--- src/rtl/ram_fifo_ctrl.sv ---
// ram_fifo_ctrl: push/pop FIFO controller in front of one 32-bit simple dual-port RAM block.
// Optional sticky overflow/underflow flags are built only when RAM_FIFO_ERR_EN is defined.
`default_nettype none

module ram_fifo_ctrl #(
  parameter int DEPTH_LOG2 = 9,
  parameter int AE_LEVEL   = 4,
  parameter int AF_LEVEL   = 508
) (
  input  logic                  clk,
  input  logic                  rst_n,
  input  logic                  flush,
  input  logic                  push,
  input  logic [31:0]           push_data,
  input  logic                  pop,
  output logic [31:0]           pop_data,
  output logic                  pop_valid,
  output logic [DEPTH_LOG2:0]   count,
  output logic                  empty,
  output logic                  full,
  output logic                  almost_empty,
  output logic                  almost_full,
  output logic                  overflow,
  output logic                  underflow,
  output logic [10:0]           ram_waddr,
  output logic [31:0]           ram_wdata,
  output logic                  ram_wen,
  output logic [10:0]           ram_raddr,
  output logic                  ram_ren,
  input  logic [31:0]           ram_rdata
);

  localparam logic [DEPTH_LOG2:0] c_FULL   = {1'b1, {DEPTH_LOG2{1'b0}}};
  localparam logic                c_AF_RST = (AF_LEVEL == 0);

  logic [DEPTH_LOG2-1:0] r_wptr;
  logic [DEPTH_LOG2-1:0] r_rptr;
  logic [DEPTH_LOG2:0]   r_count;
  logic                  r_empty;
  logic                  r_full;
  logic                  r_almost_empty;
  logic                  r_almost_full;
  logic                  r_pop_valid;

  logic                  w_push_acc;
  logic                  w_pop_acc;
  logic [DEPTH_LOG2:0]   w_count_next;
  logic [31:0]           w_count_next32;

  // rst_n gates the strobes so the macro sees no access while reset is held.
  assign w_push_acc = push & ~r_full  & ~flush & rst_n;
  assign w_pop_acc  = pop  & ~r_empty & ~flush & rst_n;

  assign w_count_next   = r_count + (DEPTH_LOG2+1)'(w_push_acc) - (DEPTH_LOG2+1)'(w_pop_acc);
  assign w_count_next32 = 32'(w_count_next);

  always_ff @(posedge clk or negedge rst_n) begin
    if (!rst_n) begin
      r_wptr         <= '0;
      r_rptr         <= '0;
      r_count        <= '0;
      r_empty        <= 1'b1;
      r_full         <= 1'b0;
      r_almost_empty <= 1'b1;
      r_almost_full  <= c_AF_RST;
      r_pop_valid    <= 1'b0;
    end else if (flush) begin
      r_wptr         <= '0;
      r_rptr         <= '0;
      r_count        <= '0;
      r_empty        <= 1'b1;
      r_full         <= 1'b0;
      r_almost_empty <= 1'b1;
      r_almost_full  <= c_AF_RST;
      r_pop_valid    <= 1'b0;
    end else begin
      if (w_push_acc) r_wptr <= r_wptr + DEPTH_LOG2'(1);
      if (w_pop_acc)  r_rptr <= r_rptr + DEPTH_LOG2'(1);
      r_count        <= w_count_next;
      r_empty        <= (w_count_next == '0);
      r_full         <= (w_count_next == c_FULL);
      r_almost_empty <= (w_count_next32 <= 32'(AE_LEVEL));
      r_almost_full  <= (w_count_next32 >= 32'(AF_LEVEL));
      r_pop_valid    <= w_pop_acc;
    end
  end

`ifdef RAM_FIFO_ERR_EN
  logic r_overflow;
  logic r_underflow;

  always_ff @(posedge clk or negedge rst_n) begin
    if (!rst_n) begin
      r_overflow  <= 1'b0;
      r_underflow <= 1'b0;
    end else if (flush) begin
      r_overflow  <= 1'b0;
      r_underflow <= 1'b0;
    end else begin
      if (push && r_full)  r_overflow  <= 1'b1;
      if (pop  && r_empty) r_underflow <= 1'b1;
    end
  end

  assign overflow  = r_overflow;
  assign underflow = r_underflow;
`else
  assign overflow  = 1'b0;
  assign underflow = 1'b0;
`endif

  assign ram_wen      = w_push_acc;
  assign ram_wdata    = push_data;
  assign ram_waddr    = {{(11-DEPTH_LOG2){1'b0}}, r_wptr};
  assign ram_ren      = w_pop_acc;
  assign ram_raddr    = {{(11-DEPTH_LOG2){1'b0}}, r_rptr};

  assign pop_data     = ram_rdata;
  assign pop_valid    = r_pop_valid;
  assign count        = r_count;
  assign empty        = r_empty;
  assign full         = r_full;
  assign almost_empty = r_almost_empty;
  assign almost_full  = r_almost_full;

endmodule

`default_nettype wire

--- config.mk ---
export PLATFORM = sky130hd
export DESIGN_NAME = ram_fifo_ctrl
export DESIGN_NICKNAME = d
export VERILOG_FILES = /design/src/rtl/ram_fifo_ctrl.sv
export SDC_FILE = /design/constraint.sdc
export NUM_CORES = 1
export LEC_CHECK = 0
export CORE_MARGIN = 2
export CORE_UTILIZATION = 39
export CTS_BUF_LIST = sky130_fd_sc_hd__clkbuf_4
export DETAILED_ROUTE_END_ITERATION = 16
export HOLD_SLACK_MARGIN = 0.08
export PLACE_DENSITY = 0.95
export SLEW_MARGIN = 20
export SYNTH_ARGS = -nofsm -noshare
export SYNTH_HDL_FRONTEND = slang
export SYNTH_SLANG_ARGS = --single-unit
--- constraint.sdc ---
create_clock -name clk -period 6.9 [get_ports clk]
set_clock_uncertainty 0.15 [all_clocks]
set_input_delay 2.07 -clock clk [delete_from_list [all_inputs] [get_ports clk]]
set_output_delay 2.07 -clock clk [all_outputs]
set_load 0.005 [all_outputs]
Word level (Yosys, flattened, before mapping):

Cells that the tools add are included.

* register bits after elaboration: 33
* logic and storage cells: 37
* bits of input ports: 69

* mux-type cells: 10
* add/sub/neg operators: 4
* eq/ne operators: 1
* bitwise operators: 9
* reductions and logical operators: 3
* $lt $le $gt $ge: 2

Operators with widths (number)
* $mux W9: 4
* $add A9 B1 Y9 const B: 2
* $add A10 B1 Y10: 1
* $eq A10 B10 Y1 const B: 1
* $ge A10 B9 Y1 const B: 1
* $le A10 B3 Y1 const B: 1
* $logic_not A10 Y1: 1
* $mux W10: 1
* $sub A10 B1 Y10: 1
* $and A1 B1 Y1: 6
* $mux W1: 5
* $reduce_bool A2 Y1: 2
* $not A1 Y1: 3

Depth between registers and ports, before layout:

* depth in word-level cells: 8
* mapped depth: 13

Worst setup path before layout:

No wires, ideal clock.

* path type: input to register
* start: input port rst_n
* end: register r_almost_full (netlist: almost_full)
* arrival time: 4590 ps
* cell stages on the path: 13
* required time: 6674 ps
* setup slack: 2083 ps
* path through: nand3b_1 -> nor2_1 -> inv_1 -> ha_1 -> inv_1 -> ha_1 -> fa_1 -> a21o_1 -> a21oi_2 -> xor2_1 -> nor4_1 -> or4b_1 -> o21ai_1

* longest elaborated chain between the ends: 5
* elaborated cells between the ends (all ways): 6
* those cells by class: add/sub: 2; order compare: 1; mux: 1; bitwise: 2

RTL lines
* from (decl): line 11 `input logic rst_n,`
* $and A1 B1 Y1: line 51 `assign w_push_acc = push & ~r_full & ~flush & rst_n;`
* via ram_wen: line 27 `output logic ram_wen,`
* $add A10 B1 Y10: line 54 `assign w_count_next = r_count + (DEPTH_LOG2+1)'(w_push_acc) - (DEPTH_LOG2+1)'(w_pop_acc);`
* $sub A10 B1 Y10: line 54
* $ge A10 B9 Y1: line 83 `r_almost_full <= (w_count_next32 >= 32'(AF_LEVEL));`
* $mux W1: line 67 `end else if (flush) begin`
* to (signal assigned): line 65 `r_almost_full <= c_AF_RST;`
* to (signal assigned): line 74 `r_almost_full <= c_AF_RST;`
* to (signal assigned): line 83
* to (decl): line 42 `logic r_almost_full;`

The timed path passes the listed nets, and every way through them passes these cells.
A chain may end at the register's enable or synchronous reset.

Final worst setup path:

* start: input port rst_n
* end: output port ram_ren

* longest elaborated chain between the ends: 1

RTL lines
* $and A1 B1 Y1: line 52 `assign w_pop_acc = pop & ~r_empty & ~flush & rst_n;`
* to (decl): line 29 `output logic ram_ren,`

Every way passes these cells.

==> Flow_metrics.wiki <==
{| class="wikitable"
! Metric !! Value
|-
| Initial antenna violation count || 0
|-
| Layout filler cell count || 602
|-
| Standard-cell row count || 29
|-
| CTS sink count || 33
|-
| Setup-failing EPs final || 0
|-
| TNS Setup || 0 ns
|-
| Headroom to the max-slew limit || between 60% and 70%
|-
| Category of cells accounting for the largest share of critical-path delay || buffers and inverters
|-
| Required arrival time at the worst endpoint || 4.68 ns
|-
| Post-synth ARST share || 100.0%
|-
| Max-slew violations || 0
|-
| Reported leakage power || 1.117 nW
|-
| Placeable core region || 6277 sq um
|-
| Placed wire-length estimate after detailed placement || 3743 microns
|-
| Worst setup path category || in2out
|-
| Sort of element at the start of the critical path || input pin
|-
| Data arrival time at the worst-slack endpoint || 3.87 ns
|-
| Hold WC Path Type || reg2reg
|-
| First-pass iteration count of the detailed router || 4
|-
| Largest net degree at the start of global routing || 33
|-
| Overflow left after global routing || 0
|-
| Total CTS buffers || 5
|-
| Total placed instance area || 2477 sq um
|-
| Number of remaining DRC errors || 0
|-
| Fraction of final layout cells sized beyond drive strength 1 || 10.98%
|-
| Commonest cells after routing, fill and taps aside || sky130_fd_sc_hd__clkdlybuf4s50_1 (39), sky130_fd_sc_hd__dfrtp_1 (31), sky130_fd_sc_hd__nor2_1 (24), sky130_fd_sc_hd__xor2_1 (14), sky130_fd_sc_hd__nand2_1 (14)
|-
| Number of buffer and inverter instances along the worst setup path || 3
|-
| TritonCTS clock tree || yes
|-
| Buffer type at the clock tree root || sky130_fd_sc_hd__clkbuf_4
|-
| Post-Route Hold Slack || 0.3468 ns
|-
| Maximum buffer depth of the clock tree || 2
|-
| Cell total after placement || 324
|-
| Cells traversed along the worst timing path || clkdlybuf4s50_1 > buf_4 > nor4bb_1 > clkdlybuf4s50_1
|-
| Post-synth EDFFs || 0
|-
| Setup Slack @ Placement || 0.8482 ns
|-
| Die Footprint || 7110 sq um
|-
| FF+latch count, synth || 33
|-
| Input/output buffers || 39
|-
| Die H || about 84 microns
|-
| Hold-fix buffers, CTS || 0
|-
| Number of max-capacitance violations reported || 0
|-
| Clock insertion delay at the later pin of the skew report || 0.33 ns
|-
| Global-route wire length before repair || 8004 microns
|-
| Result of the run || finished clean
|-
| Global routing usage summed across all routing layers || ~14%
|-
| Post-layout net count || 336
|-
| Clock period minus final worst setup slack || approximately 6.1 ns
|-
| Area delta synth->final || 2.536%
|-
| H-tree levels || 2
|-
| Wire length reported by the detailed router || 4885 microns
|-
| Worst-path fanout max || 14
|-
| Worst Slack Setup Final || roughly 0.8 ns
|-
| Number of primary I/O pins || ~170
|-
| Post-synthesis sequential area ratio || 32.92%
|-
| Final antenna-violating net count || 0
|-
| Mean area per synthesized cell || 9.084 sq um
|-
| Number of setup buffers added after CTS || 0
|-
| Post-synthesis cell area || 2516 sq um
|-
| Wire length per cell after detailed routing || between 10 and 15 microns
|-
| Final Hold Viols || 0
|-
| Synth Flop Type || sky130_fd_sc_hd__dfrtp_1
|-
| Mean number of vias per cell || between 5 and 6
|-
| Power per standard cell area || 354.7 nW/um^2
|-
| Starting Density || 40.08%
|-
| First-iteration detailed-routing DRC count || between 70 and 80
|-
| Final estimated routing congestion in global placement || 0.9019
|-
| IR Drop Worst-Case VDD || around 0.00017 V
|-
| Number of non-filler instances in the completed layout || 332
|-
| Post-synth cell types || 54
|-
| Via count of the first global-routing pass || roughly 1700
|-
| Post-synthesis cell count || 277
|-
| Final standard cell area without fillers || between 2000 and 3000 sq um
|-
| Maximum clock rate || roughly 160 MHz
|-
| Highest cell delay on the worst timing path || 0.60 ns
|-
| Clock-pin slew reported for the worst setup and hold paths after clock tree synthesis || 0.11 ns
|-
| CP Capture Type || output port
|-
| Library cell contributing the largest single delay on the critical path || sky130_fd_sc_hd__clkdlybuf4s50_1
|-
| Die W || 84.32 microns
|-
| # resized after CTS || 0
|-
| Total vias in the final route || 1732
|-
| RSZ-0062 raised after global routing || false
|-
| Antenna diode count || 0
|-
| Yosys synthesis warning count || 0
|-
| Crit-path most repeated cell || sky130_fd_sc_hd__clkdlybuf4s50_1
|-
| Period utilization || 88.25%
|-
| Transition time of the tightest slew-check pin || 0.4903 ns
|-
| Most frequent standard cell in the layout excluding fill and tap cells || sky130_fd_sc_hd__clkdlybuf4s50_1
|}
path summary, 6_finish.rpt:
check	to	from	slack, ns	depth (start not counted)
max reg2reg	almost_full	full	3.29	13
max	ram_ren	rst_n	0.81	4
min	r_rptr[8]	r_rptr[8]	0.35	1
max in group asynchronous	empty	rst_n	4.32	2
min in group asynchronous	r_rptr[7]	rst_n	1.97	2
min reg2reg	r_rptr[8]	r_rptr[8]	0.35	1
metrics by stage:
step / util (%) / power (mW)
after global placement: 39.47 / 0.7207
after global routing: 41.10 / 0.9898
final: 41.10 / 0.9150
after detailed placement: 39.47 / 0.7388
after floorplan: - / 0.6464
after CTS: 41.10 / 0.9242
Yosys cell counts, types with 2 or more instances:
cell type,number,area [sq um]
sky130_fd_sc_hd__nand2_1,14,52.55
sky130_fd_sc_hd__or2_2,2,12.51
sky130_fd_sc_hd__buf_6,2,22.52
sky130_fd_sc_hd__clkbuf_1,3,11.26
sky130_fd_sc_hd__buf_4,70,525.5
sky130_fd_sc_hd__nor2_1,24,90.09
sky130_fd_sc_hd__buf_2,2,10.01
sky130_fd_sc_hd__a21oi_2,3,26.28
sky130_fd_sc_hd__dfstp_2,2,52.55
sky130_fd_sc_hd__nand4_1,5,31.28
sky130_fd_sc_hd__o21ai_0,10,50.05
sky130_fd_sc_hd__xnor2_1,5,43.79
sky130_fd_sc_hd__a31o_1,2,17.52
sky130_fd_sc_hd__nor2b_1,4,25.02
sky130_fd_sc_hd__nand3_1,7,35.03
sky130_fd_sc_hd__dfrtp_1,31,775.7
sky130_fd_sc_hd__nand2b_1,4,25.02
sky130_fd_sc_hd__o21ai_1,2,10.01
sky130_fd_sc_hd__and3_1,3,18.77
sky130_fd_sc_hd__inv_1,13,48.80
sky130_fd_sc_hd__nor4bb_1,2,20.02
sky130_fd_sc_hd__ha_1,12,150.1
sky130_fd_sc_hd__or3_1,2,12.51
sky130_fd_sc_hd__nor3_1,2,10.01
sky130_fd_sc_hd__a21oi_1,6,30.03
sky130_fd_sc_hd__nand3b_1,4,30.03
sky130_fd_sc_hd__xor2_1,14,122.6
power by group:
group | leakage [nW] | switching, mW | internal (mW)
sequential | 0.443 | 0.0221 | 0.221
clock | 0.0552 | 0.0670 | 0.112
combinational | 0.619 | 0.273 | 0.220
total | 1.12 | 0.362 | 0.553
sequential cells by signal, indices dropped and copies added, names as in the netlist:
register / count
count: 10
full: 1
almost_empty: 1
empty: 1
pop_valid: 1
almost_full: 1
r_wptr: 9
r_rptr: 9
logic make-up after synthesis:
kind of cell	count (synthesis)	share of synthesized area (%)
AOI/OAI and AO/OA	37	10.94
xor gates and xnor gates	19	6.614
adders and majority gates	13	6.763
buffers and inverters	92	24.91
DFF	33	32.92
muxes	1	0.3978
other	1	0.1490
and+or+nand+nor	81	17.30
layer usage:
metal	GRT usage (%)	share of wire (%)	up-vias
li1	-	-	801
met1	17.15	42	837
met2	21.93	47	66
met3	4.523	7.5	28
met4	8.358	3.5	0
met5	0	0	-
layout make-up:
cell class	count	area [sq um]	area share [%]
well taps	77	96.34	3.734
multi-input cells	157	1080	41.85
clock inverters	3	65.06	2.522
repair buffers	43	420.4	16.29
clock buffers	5	37.54	1.455
inverters	14	52.55	2.037
flip-flops and latches	33	828.3	32.10
Power figures use the tool's default switching activity.
